===== config.mk =====
export PLATFORM = sky130hd
export DESIGN_NAME = id_ex_stage
export DESIGN_NICKNAME = d
export VERILOG_FILES = /design/src/rtl/id_ex_stage.sv
export SDC_FILE = /design/constraint.sdc
export NUM_CORES = 1
export LEC_CHECK = 0
export CAP_MARGIN = 20
export CORE_ASPECT_RATIO = 1.25
export CORE_MARGIN = 2
export CORE_UTILIZATION = 41
export DETAILED_ROUTE_END_ITERATION = 7
export GPL_ROUTABILITY_DRIVEN = 0
export PLACE_DENSITY = 0.85
export REMOVE_ABC_BUFFERS = 1
export SYNTH_ARGS = -nofsm -noshare
export SYNTH_HDL_FRONTEND = slang
export SYNTH_SLANG_ARGS = --single-unit

===== constraint.sdc =====
create_clock -name clk -period 7.56 [get_ports clk]
set_input_delay 1.512 -clock clk [delete_from_list [all_inputs] [get_ports clk]]
set_output_delay 1.512 -clock clk [all_outputs]
set_load 0.02 [all_outputs]

===== src/rtl/id_ex_stage.sv =====
// -----------------------------------------------------------------------------
// id_ex_stage
//
// ID/EX pipeline register for a 5-stage RV32I pipeline, together with the
// operand-forwarding network and the load-use hazard detector.
//
// The stage registers the decoded instruction coming out of ID. In EX it
// resolves the registered rs1/rs2 values against the results currently held
// in the MEM and WB stages. From those resolved values it drives the ALU
// operands and the store data.
//
// Ports
//   clk, reset          rising-edge clock, asynchronous active-high reset
//   id_*                decoded instruction fields from ID
//   mem_reg_write/rd/result, wb_reg_write/rd/result
//                       producer information used for forwarding
//   flush               redirect from branch resolution; kills EX contents
//   ex_hold             downstream stall; freezes EX
//   stall_id            ID/IF must not advance this cycle
//   ex_*                execute-stage instruction, ALU operands, store data
// -----------------------------------------------------------------------------
module id_ex_stage #(
  parameter int                XLEN     = 32,
  parameter logic [XLEN-1:0]   RESET_PC = 32'h0
) (
  input  logic             clk,
  input  logic             reset,

  input  logic             id_valid,
  input  logic [XLEN-1:0]  id_pc,
  input  logic [4:0]       id_rs1,
  input  logic [4:0]       id_rs2,
  input  logic [4:0]       id_rd,
  input  logic             id_rs1_used,
  input  logic             id_rs2_used,
  input  logic [XLEN-1:0]  id_rs1_val,
  input  logic [XLEN-1:0]  id_rs2_val,
  input  logic [XLEN-1:0]  id_imm,
  input  logic [1:0]       id_a_sel,
  input  logic             id_b_sel,
  input  logic [3:0]       id_alu_f,
  input  logic             id_reg_write,
  input  logic             id_mem_read,
  input  logic             id_mem_write,

  input  logic             mem_reg_write,
  input  logic [4:0]       mem_rd,
  input  logic [XLEN-1:0]  mem_result,
  input  logic             wb_reg_write,
  input  logic [4:0]       wb_rd,
  input  logic [XLEN-1:0]  wb_result,

  input  logic             flush,
  input  logic             ex_hold,

  output logic             stall_id,
  output logic             ex_valid,
  output logic [XLEN-1:0]  ex_pc,
  output logic [4:0]       ex_rd,
  output logic             ex_reg_write,
  output logic             ex_mem_read,
  output logic             ex_mem_write,
  output logic [XLEN-1:0]  ex_alu_a,
  output logic [XLEN-1:0]  ex_alu_b,
  output logic [3:0]       ex_alu_f,
  output logic [XLEN-1:0]  ex_store_data
);

  // ALU A source encodings (2'd3 falls back to zero)
  localparam logic [1:0] A_SEL_RS1 = 2'd0;
  localparam logic [1:0] A_SEL_PC  = 2'd1;

  // ---------------------------------------------------------------------------
  // Pipeline registers
  // ---------------------------------------------------------------------------
  logic             ex_valid_r;
  logic [XLEN-1:0]  ex_pc_r;
  logic [4:0]       ex_rd_r;
  logic [4:0]       ex_rs1_r;
  logic [4:0]       ex_rs2_r;
  logic [XLEN-1:0]  rs1_val_r;
  logic [XLEN-1:0]  rs2_val_r;
  logic [XLEN-1:0]  imm_r;
  logic [1:0]       a_sel_r;
  logic             b_sel_r;
  logic [3:0]       alu_f_r;
  logic             reg_write_r;
  logic             mem_read_r;
  logic             mem_write_r;

  // Combinational intermediates
  logic [XLEN-1:0]  fwd_rs1_s;
  logic [XLEN-1:0]  fwd_rs2_s;
  logic             load_use_s;
  logic             stall_id_s;
  logic [XLEN-1:0]  alu_a_s;
  logic [XLEN-1:0]  alu_b_s;

  // ---------------------------------------------------------------------------
  // Resolve one source operand. x0 always reads as zero. Otherwise the MEM
  // stage is the younger producer, so it beats WB. The registered value is
  // used only when neither stage writes the register.
  // ---------------------------------------------------------------------------
  function automatic logic [XLEN-1:0] fwd_operand(
    input logic [4:0]      rs,
    input logic [XLEN-1:0] stored,
    input logic            mem_we,
    input logic [4:0]      mem_dst,
    input logic [XLEN-1:0] mem_val,
    input logic            wb_we,
    input logic [4:0]      wb_dst,
    input logic [XLEN-1:0] wb_val
  );
    logic [XLEN-1:0] res;
    if (rs == 5'd0) begin
      res = {XLEN{1'b0}};
    end else if (mem_we && (mem_dst == rs)) begin
      res = mem_val;
    end else if (wb_we && (wb_dst == rs)) begin
      res = wb_val;
    end else begin
      res = stored;
    end
    return res;
  endfunction

  // Forwarding network for both registered source operands
  always_comb begin
    fwd_rs1_s = fwd_operand(ex_rs1_r, rs1_val_r, mem_reg_write, mem_rd, mem_result,
                            wb_reg_write, wb_rd, wb_result);
    fwd_rs2_s = fwd_operand(ex_rs2_r, rs2_val_r, mem_reg_write, mem_rd, mem_result,
                            wb_reg_write, wb_rd, wb_result);
  end

  // Load-use detection. The ID instruction needs the load result before it exists.
  always_comb begin
    load_use_s = 1'b0;
    if (ex_valid_r && mem_read_r && (ex_rd_r != 5'd0) && id_valid) begin
      load_use_s = (id_rs1_used && (id_rs1 == ex_rd_r)) ||
                   (id_rs2_used && (id_rs2 == ex_rd_r));
    end else begin
      load_use_s = 1'b0;
    end
    // A redirect discards the ID instruction anyway, so it never needs to wait.
    stall_id_s = (load_use_s || ex_hold) && !flush;
  end

  // ALU operand selection from the registered selects
  always_comb begin
    alu_a_s = {XLEN{1'b0}};
    case (a_sel_r)
      A_SEL_RS1: alu_a_s = fwd_rs1_s;
      A_SEL_PC:  alu_a_s = ex_pc_r;
      default:   alu_a_s = {XLEN{1'b0}};
    endcase
    if (b_sel_r) begin
      alu_b_s = imm_r;
    end else begin
      alu_b_s = fwd_rs2_s;
    end
  end

  // ID/EX register update: reset > flush > hold > load-use bubble > capture
  always_ff @(posedge clk or posedge reset) begin
    if (reset) begin
      ex_valid_r  <= 1'b0;
      ex_pc_r     <= RESET_PC;
      ex_rd_r     <= 5'd0;
      ex_rs1_r    <= 5'd0;
      ex_rs2_r    <= 5'd0;
      rs1_val_r   <= {XLEN{1'b0}};
      rs2_val_r   <= {XLEN{1'b0}};
      imm_r       <= {XLEN{1'b0}};
      a_sel_r     <= 2'd0;
      b_sel_r     <= 1'b0;
      alu_f_r     <= 4'd0;
      reg_write_r <= 1'b0;
      mem_read_r  <= 1'b0;
      mem_write_r <= 1'b0;
    end else if (flush) begin
      ex_valid_r  <= 1'b0;
      reg_write_r <= 1'b0;
      mem_read_r  <= 1'b0;
      mem_write_r <= 1'b0;
    end else if (ex_hold) begin
      // Latch the forwarded operands while frozen. A producer can then retire
      // from WB during a long hold and the operand still stays current.
      rs1_val_r   <= fwd_rs1_s;
      rs2_val_r   <= fwd_rs2_s;
    end else if (load_use_s) begin
      ex_valid_r  <= 1'b0;
      reg_write_r <= 1'b0;
      mem_read_r  <= 1'b0;
      mem_write_r <= 1'b0;
    end else begin
      ex_valid_r  <= id_valid;
      ex_pc_r     <= id_pc;
      ex_rd_r     <= id_rd;
      ex_rs1_r    <= id_rs1;
      ex_rs2_r    <= id_rs2;
      rs1_val_r   <= id_rs1_val;
      rs2_val_r   <= id_rs2_val;
      imm_r       <= id_imm;
      a_sel_r     <= id_a_sel;
      b_sel_r     <= id_b_sel;
      alu_f_r     <= id_alu_f;
      reg_write_r <= id_reg_write && id_valid;
      mem_read_r  <= id_mem_read  && id_valid;
      mem_write_r <= id_mem_write && id_valid;
    end
  end

  // Output drive. Controls are also gated with valid so that a bubble can
  // never issue a write.
  always_comb begin
    stall_id      = stall_id_s;
    ex_valid      = ex_valid_r;
    ex_pc         = ex_pc_r;
    ex_rd         = ex_rd_r;
    ex_reg_write  = reg_write_r && ex_valid_r;
    ex_mem_read   = mem_read_r  && ex_valid_r;
    ex_mem_write  = mem_write_r && ex_valid_r;
    ex_alu_a      = alu_a_s;
    ex_alu_b      = alu_b_s;
    ex_alu_f      = alu_f_r;
    ex_store_data = fwd_rs2_s;
  end

endmodule


==> flow_summary.ini, run 1 <==
[worst_setup_path]
worstPathArrival_ns = 5.07
worst_path_largest_cell_delay_ns = 0.76
crit_family = simple AND/OR/NAND/NOR gates
crit_chain = clkdlybuf4s50_1 -> xor2_1 -> nor4_1 -> nand3_4 -> a311oi_1 -> mux2_2 -> clkdlybuf4s50_1
cp.depth = 7
critical_path_buf_inv_count = 2
timing.critical_path.mode_cell = clkdlybuf4s50_1
crit_slowest_cell = nand3_4
r2r_end = rs1_val_r[14]$_DFFE_PP0P_
required_ns = 6.05
startpoint = mem_rd[0]
reg2regPathDepth = 7
timing.rr.start = ex_rd[1]$_DFFE_PP0P_
start_kind = input pin
endpoint_kind = output pin
cp_max_fo = 64
crit_type = in2out
crit_end = ex_alu_b[21]
rrSetupSlack_ns = 4.32

[pwr]
switchingPower_w = 0.00104
p_int_w = 0.00224
swShare_pct = 31.7
max-vdd-ir-drop_mv = 0.157
p_comb_share_pct = 36.5
power_frac_seq_pct = 32.4
finalPower_w = 0.00328
power_frac_clock_pct = 31.1
p_leak_nw = 5.34
power_density_nw_per_um2 = 239

[route]
top_layer_used = met4
vias_per_cell = 6.11
drc = 0
dr_wl_met2_microns = 17400
vias = 9379
drt-pass1-iter-count = 6
route.antenna.remaining_nets = 0
drt-total-wl_microns = 35200
wl_met3_microns = 2850
drt-initial-drc-count = 795
post_drt_wl_per_cell_microns = 23.0
wl_met1_microns = 13100

[cts]
cts_tree = yes
cts_buffers = 17
cts.sinks = 154
h-tree-depth = 4
clockRootBuffer = clkbuf_16
clock_latency_ns = 0.43
clockBufferDepth = 2
clkTransAtPathRegs_ns = 0.06
cts_resized = 0
cts_setup_buffers = 0
holdBufCountCts = 0

[timing]
rsz0062_at_grt = no
period_share_pct = 87.1
fmax_ghz = 0.152
worstMarginPinSlew_ns = 1.16
timing.final.ws_setup_ns = 0.974
totalNegativeSetupSlack_ns = 0
final-setup-viol-count = 0
drv_slew = 0
finClkSkew_ns = 0.00686
hold_viol = 0
fin_crit_ns = 6.59
slew_headroom_pct = 22.4

[logic_synthesis]
synth_seq_cells = 154
ys.flop_type = dfrtp_1
synthArstFlopShare_pct = 100
synth.most_common_cell = nand2_1
ys_seq_area_share_pct = 42.1
yosys.area.top_type = dfrtp_1
synth_area_leaders = dfrtp_1 (42%), mux2_2 (9.5%), nand2_1 (6.4%), o221a_2 (6.0%), mux2_1 (4.9%)
ys.warnings.count = 0
syn_inst = 922
syn_area_sq_um = 9160
netlist.area_leader.share_pct = 42.1
synth_area_per_cell_sq_um = 9.94
yosys-top-cells-count = nand2_1 (155), dfrtp_1 (154), mux2_2 (77)
synth_edf_count = 0
synth_cell_types = 43

[floorplan]
ioPinCount = 378
chipHeight_microns = 171
die_area_sq_um = 23600
start_util_pct = 41.4
die_w_microns = 138
num_rows = 61
core_area_sq_um = 22100

[placement]
io_buffers = 377
dp_hpwl_microns = 23900
dp_slack_ns = 1.06

[global_route]
grt_pass1_wl_microns = 52900
antenna_found_initial = 0
grtUsageTotal_pct = 29.5
grt_pass1_vias = 9524
grt_max_degree = 79
overflow = 0

[cells_and_area]
drive_above_1_share_pct = 16.2
layout.nets = 1476
nFillCells = 1774
area_growth_syn_to_layout_pct = 49.8
diodes = 0

[flow_run]
max_cap_violations = 0

[status]
outcome = finished, final reports clean

[hold_path]
hold_depth = 1
hp-class = reg2reg
## cell families after synthesis
| family | share of synthesized area (%) |
|---|---|
| buf+inv | 4.60 |
| simple gates | 15.3 |
| xor+xnor | 2.87 |
| flops | 42.1 |
| compound gates | 20.7 |
| mux | 14.4 |
## sequential cells by signal (all words and copies together), names as in the netlist, 2 cells and up
signal,count
ex_pc,32
imm_r,32
rs1_val_r,32
rs2_val_r,32
ex_rd,5
ex_rs1_r,5
ex_rs2_r,5
ex_alu_f,4
a_sel_r,2
## cell type report
cell class                      instances  area (sq um)  area share (%)
Inverter                                3          16.3           0.119
Sequential cell                       154          3850            28.1
Clock buffer                           22           464            3.38
Clock inverter                          8           215            1.57
Multi-Input combinational cell        676          4950            36.1
Timing Repair Buffer                  388          3870            28.2
Tap cell                              283           354            2.58
## placed cells by master (no fill, tap or decap), drive strengths merged, types with 3 or more instances in the layout
cell type and instances:
a31o 13, nor3 3, nor4 3, nor2 65, xor2 12, a31oi 27, and2 3, or4 51
dfrtp 154, nand3 3, clkdlybuf4s50 375, a21oi 16, clkbuf 22, o21ai 45, xnor2 18, mux2 117
a311oi 31, o221a 49, a22o 19, bufinv 7, a221oi 6, a311o 14, nand4 3, buf 13
nor2b 10, a32oi 3, inv 3, nand2 155
## power by group through the flow
stage                     combinational, W  sequential (W)  clock (W)
after floorplan                   0.000586         0.00108          0
after global placement             0.00117         0.00106          0
after detailed placement           0.00119         0.00107          0
after CTS                          0.00120         0.00106    0.00103
after global routing               0.00127         0.00107    0.00106
final                              0.00120         0.00106    0.00102
## layer usage
metal	up-vias	GRT usage, %
li1	4094	-
met2	551	49.1
met4	0	17.1
met5	-	0
met1	4618	35.1
met3	116	5.90
## stage by stage
step / hold WS [ns] / cell area, sq um / cells / util (%)
3_3_place_gp: 0.461 / 13000 / 1503 / 58.8
6_report: 0.484 / 13700 / 1534 / 62.0
2_1_floorplan: 0.452 / 8750 / 833 / -
3_5_place_dp: 0.472 / 13000 / 1503 / 58.8
4_1_cts: 0.487 / 13700 / 1533 / 61.9
5_1_grt: 0.508 / 13700 / 1534 / 62.0
## worst min-delay path by stage
stage	startpoint	endpoint	slack [ns]
finish	imm_r[20]$_DFFE_PP0P_	imm_r[20]$_DFFE_PP0P_	0.48
global route	imm_r[29]$_DFFE_PP0P_	imm_r[29]$_DFFE_PP0P_	0.51
CTS	imm_r[24]$_DFFE_PP0P_	imm_r[24]$_DFFE_PP0P_	0.49
detailed placement	imm_r[18]$_DFFE_PP0P_	imm_r[18]$_DFFE_PP0P_	0.47
global placement	imm_r[3]$_DFFE_PP0P_	imm_r[3]$_DFFE_PP0P_	0.46
floorplan	imm_r[10]$_DFFE_PP0P_	imm_r[10]$_DFFE_PP0P_	0.45
Note: power is estimated with default switching activity, not from simulation.
==> run 2, diff against run 1 <==
- CORE_UTILIZATION: 41 -> 40
- PLACE_DENSITY: 0.85 -> 0.83
==> flow_summary.ini, run 2 (synthesis gave the netlist of run 1 again) <==
[timing]
finClkSkew_ns = 0.0111
fin_crit_ns = 6.50
slew_headroom_pct = 26.4
hold_viol = 0
totalNegativeSetupSlack_ns = 0
fmax_ghz = 0.154
drv_slew = 0
period_share_pct = 85.9
timing.final.ws_setup_ns = 1.06
worst_hold_slack_ns = 0.487
rsz0062_at_grt = no
worstMarginPinSlew_ns = 1.10
final-setup-viol-count = 0

[cells_and_area]
drive_above_1_share_pct = 16.6
layout_commonest_cell = clkdlybuf4s50_1
area_growth_syn_to_layout_pct = 49.5
layout.nets = 1478
final_cell_mix = clkdlybuf4s50_1 (375), nand2_1 (155), dfrtp_1 (153)
final_cell_count_no_fill = 1538

[route]
drt-initial-drc-count = 655
drt-total-wl_microns = 35400
route.antenna.remaining_nets = 0
vias_per_cell = 6.05
vias = 9300
drt-pass1-iter-count = 5
post_drt_wl_per_cell_microns = 23.0
drc = 0

[floorplan]
core_area_sq_um = 22400
die_area_sq_um = 24100
ioPinCount = 378
num_rows = 61
die_w_microns = 139
chipHeight_microns = 173
start_util_pct = 41.0

[worst_setup_path]
required_ns = 6.05
crit_type = in2out
timing.rr.start = ex_rd[1]$_DFFE_PP0P_
cp_max_fo = 85
endpoint_kind = output pin
reg2regPathDepth = 7
r2r_end = ex_pc[10]$_DFFE_PP0P_
start_kind = input pin
worstPathArrival_ns = 4.98
rrSetupSlack_ns = 3.73

[cts]
clkTransAtPathRegs_ns = 0.06
clock_latency_ns = 0.42
cts_resized = 0
cts_setup_buffers = 0
cts_buffers = 17
cts.sinks = 154
cts_tree = yes
clockRootBuffer = clkbuf_16
holdBufCountCts = 0
h-tree-depth = 4
clockBufferDepth = 2

[placement]
io_buffers = 377
dp_slack_ns = 1.18
dp_hpwl_microns = 24400
dp.cells = 1506

[global_route]
grtUsageTotal_pct = 28.6
grt_pass1_wl_microns = 54800
grt_pass1_vias = 9652
grt_max_degree = 93
overflow = 0
antenna_found_initial = 2

[pwr]
max-vdd-ir-drop_mv = 0.152
finalPower_w = 0.00323
p_leak_nw = 5.32
power_density_nw_per_um2 = 236

[status]
outcome = finished, final reports clean

[hold_path]
hp-class = reg2reg
hold-path-endpoint = imm_r[23]$_DFFE_PP0P_
hold_depth = 1
hold_start = imm_r[23]$_DFFE_PP0P_

[flow_run]
max_cap_violations = 0
run 2: per-layer routing:
metal	wire [microns]	global-route usage, %	vias up
met2	18100	50.9	471
met1	13700	34.2	4642
li1	-	-	4099
met4	1270	11.8	2
met3	2210	4.90	86
met5	13	0	-
run 2: area by class of cell:
class | instances | area, sq um
fillers | 1879 | 8670
multi-input cells | 676 | 4950
repair buffers | 390 | 3860
flip-flops and latches | 154 | 3850
clock buffers | 19 | 443
well taps | 283 | 354
clock inverters | 12 | 211
inverters | 3 | 16.3
diodes | 1 | 2.50
run 2: worst max-delay path by stage:
stage,from,slack [ns],depth (start not counted),to
floorplan,mem_rd[3],1.35,5,ex_alu_b[0]
global placement,wb_rd[3],1.23,8,ex_alu_b[29]
detailed placement,wb_rd[3],1.18,8,ex_alu_b[19]
CTS,mem_rd[1],1.14,8,ex_alu_a[0]
global route,mem_rd[1],0.86,8,ex_alu_a[0]
finish,mem_rd[1],1.06,7,ex_alu_a[0]
run 2: stage by stage:
stage / utilization, % / cell area [sq um]
after floorplan: - / 8750
after global placement: 58.3 / 13000
after detailed placement: 58.3 / 13000
after CTS: 61.2 / 13700
after global routing: 61.2 / 13700
final: 61.2 / 13700
run 2: where the power goes:
group	internal, W	switching (W)	leakage [nW]
clock	0.000600	0.000375	0.313
sequential	0.000947	0.000109	1.76
combinational	0.000624	0.000573	3.25
run 2: worst max-delay path, cell delays in order:
cell and delay [ns]:
clkdlybuf4s50_1 0.49, xor2_1 0.18, nor4_1 0.49, nand3_4 0.77, a31oi_1 0.67, a22o_1 0.22
clkdlybuf4s50_1 0.60
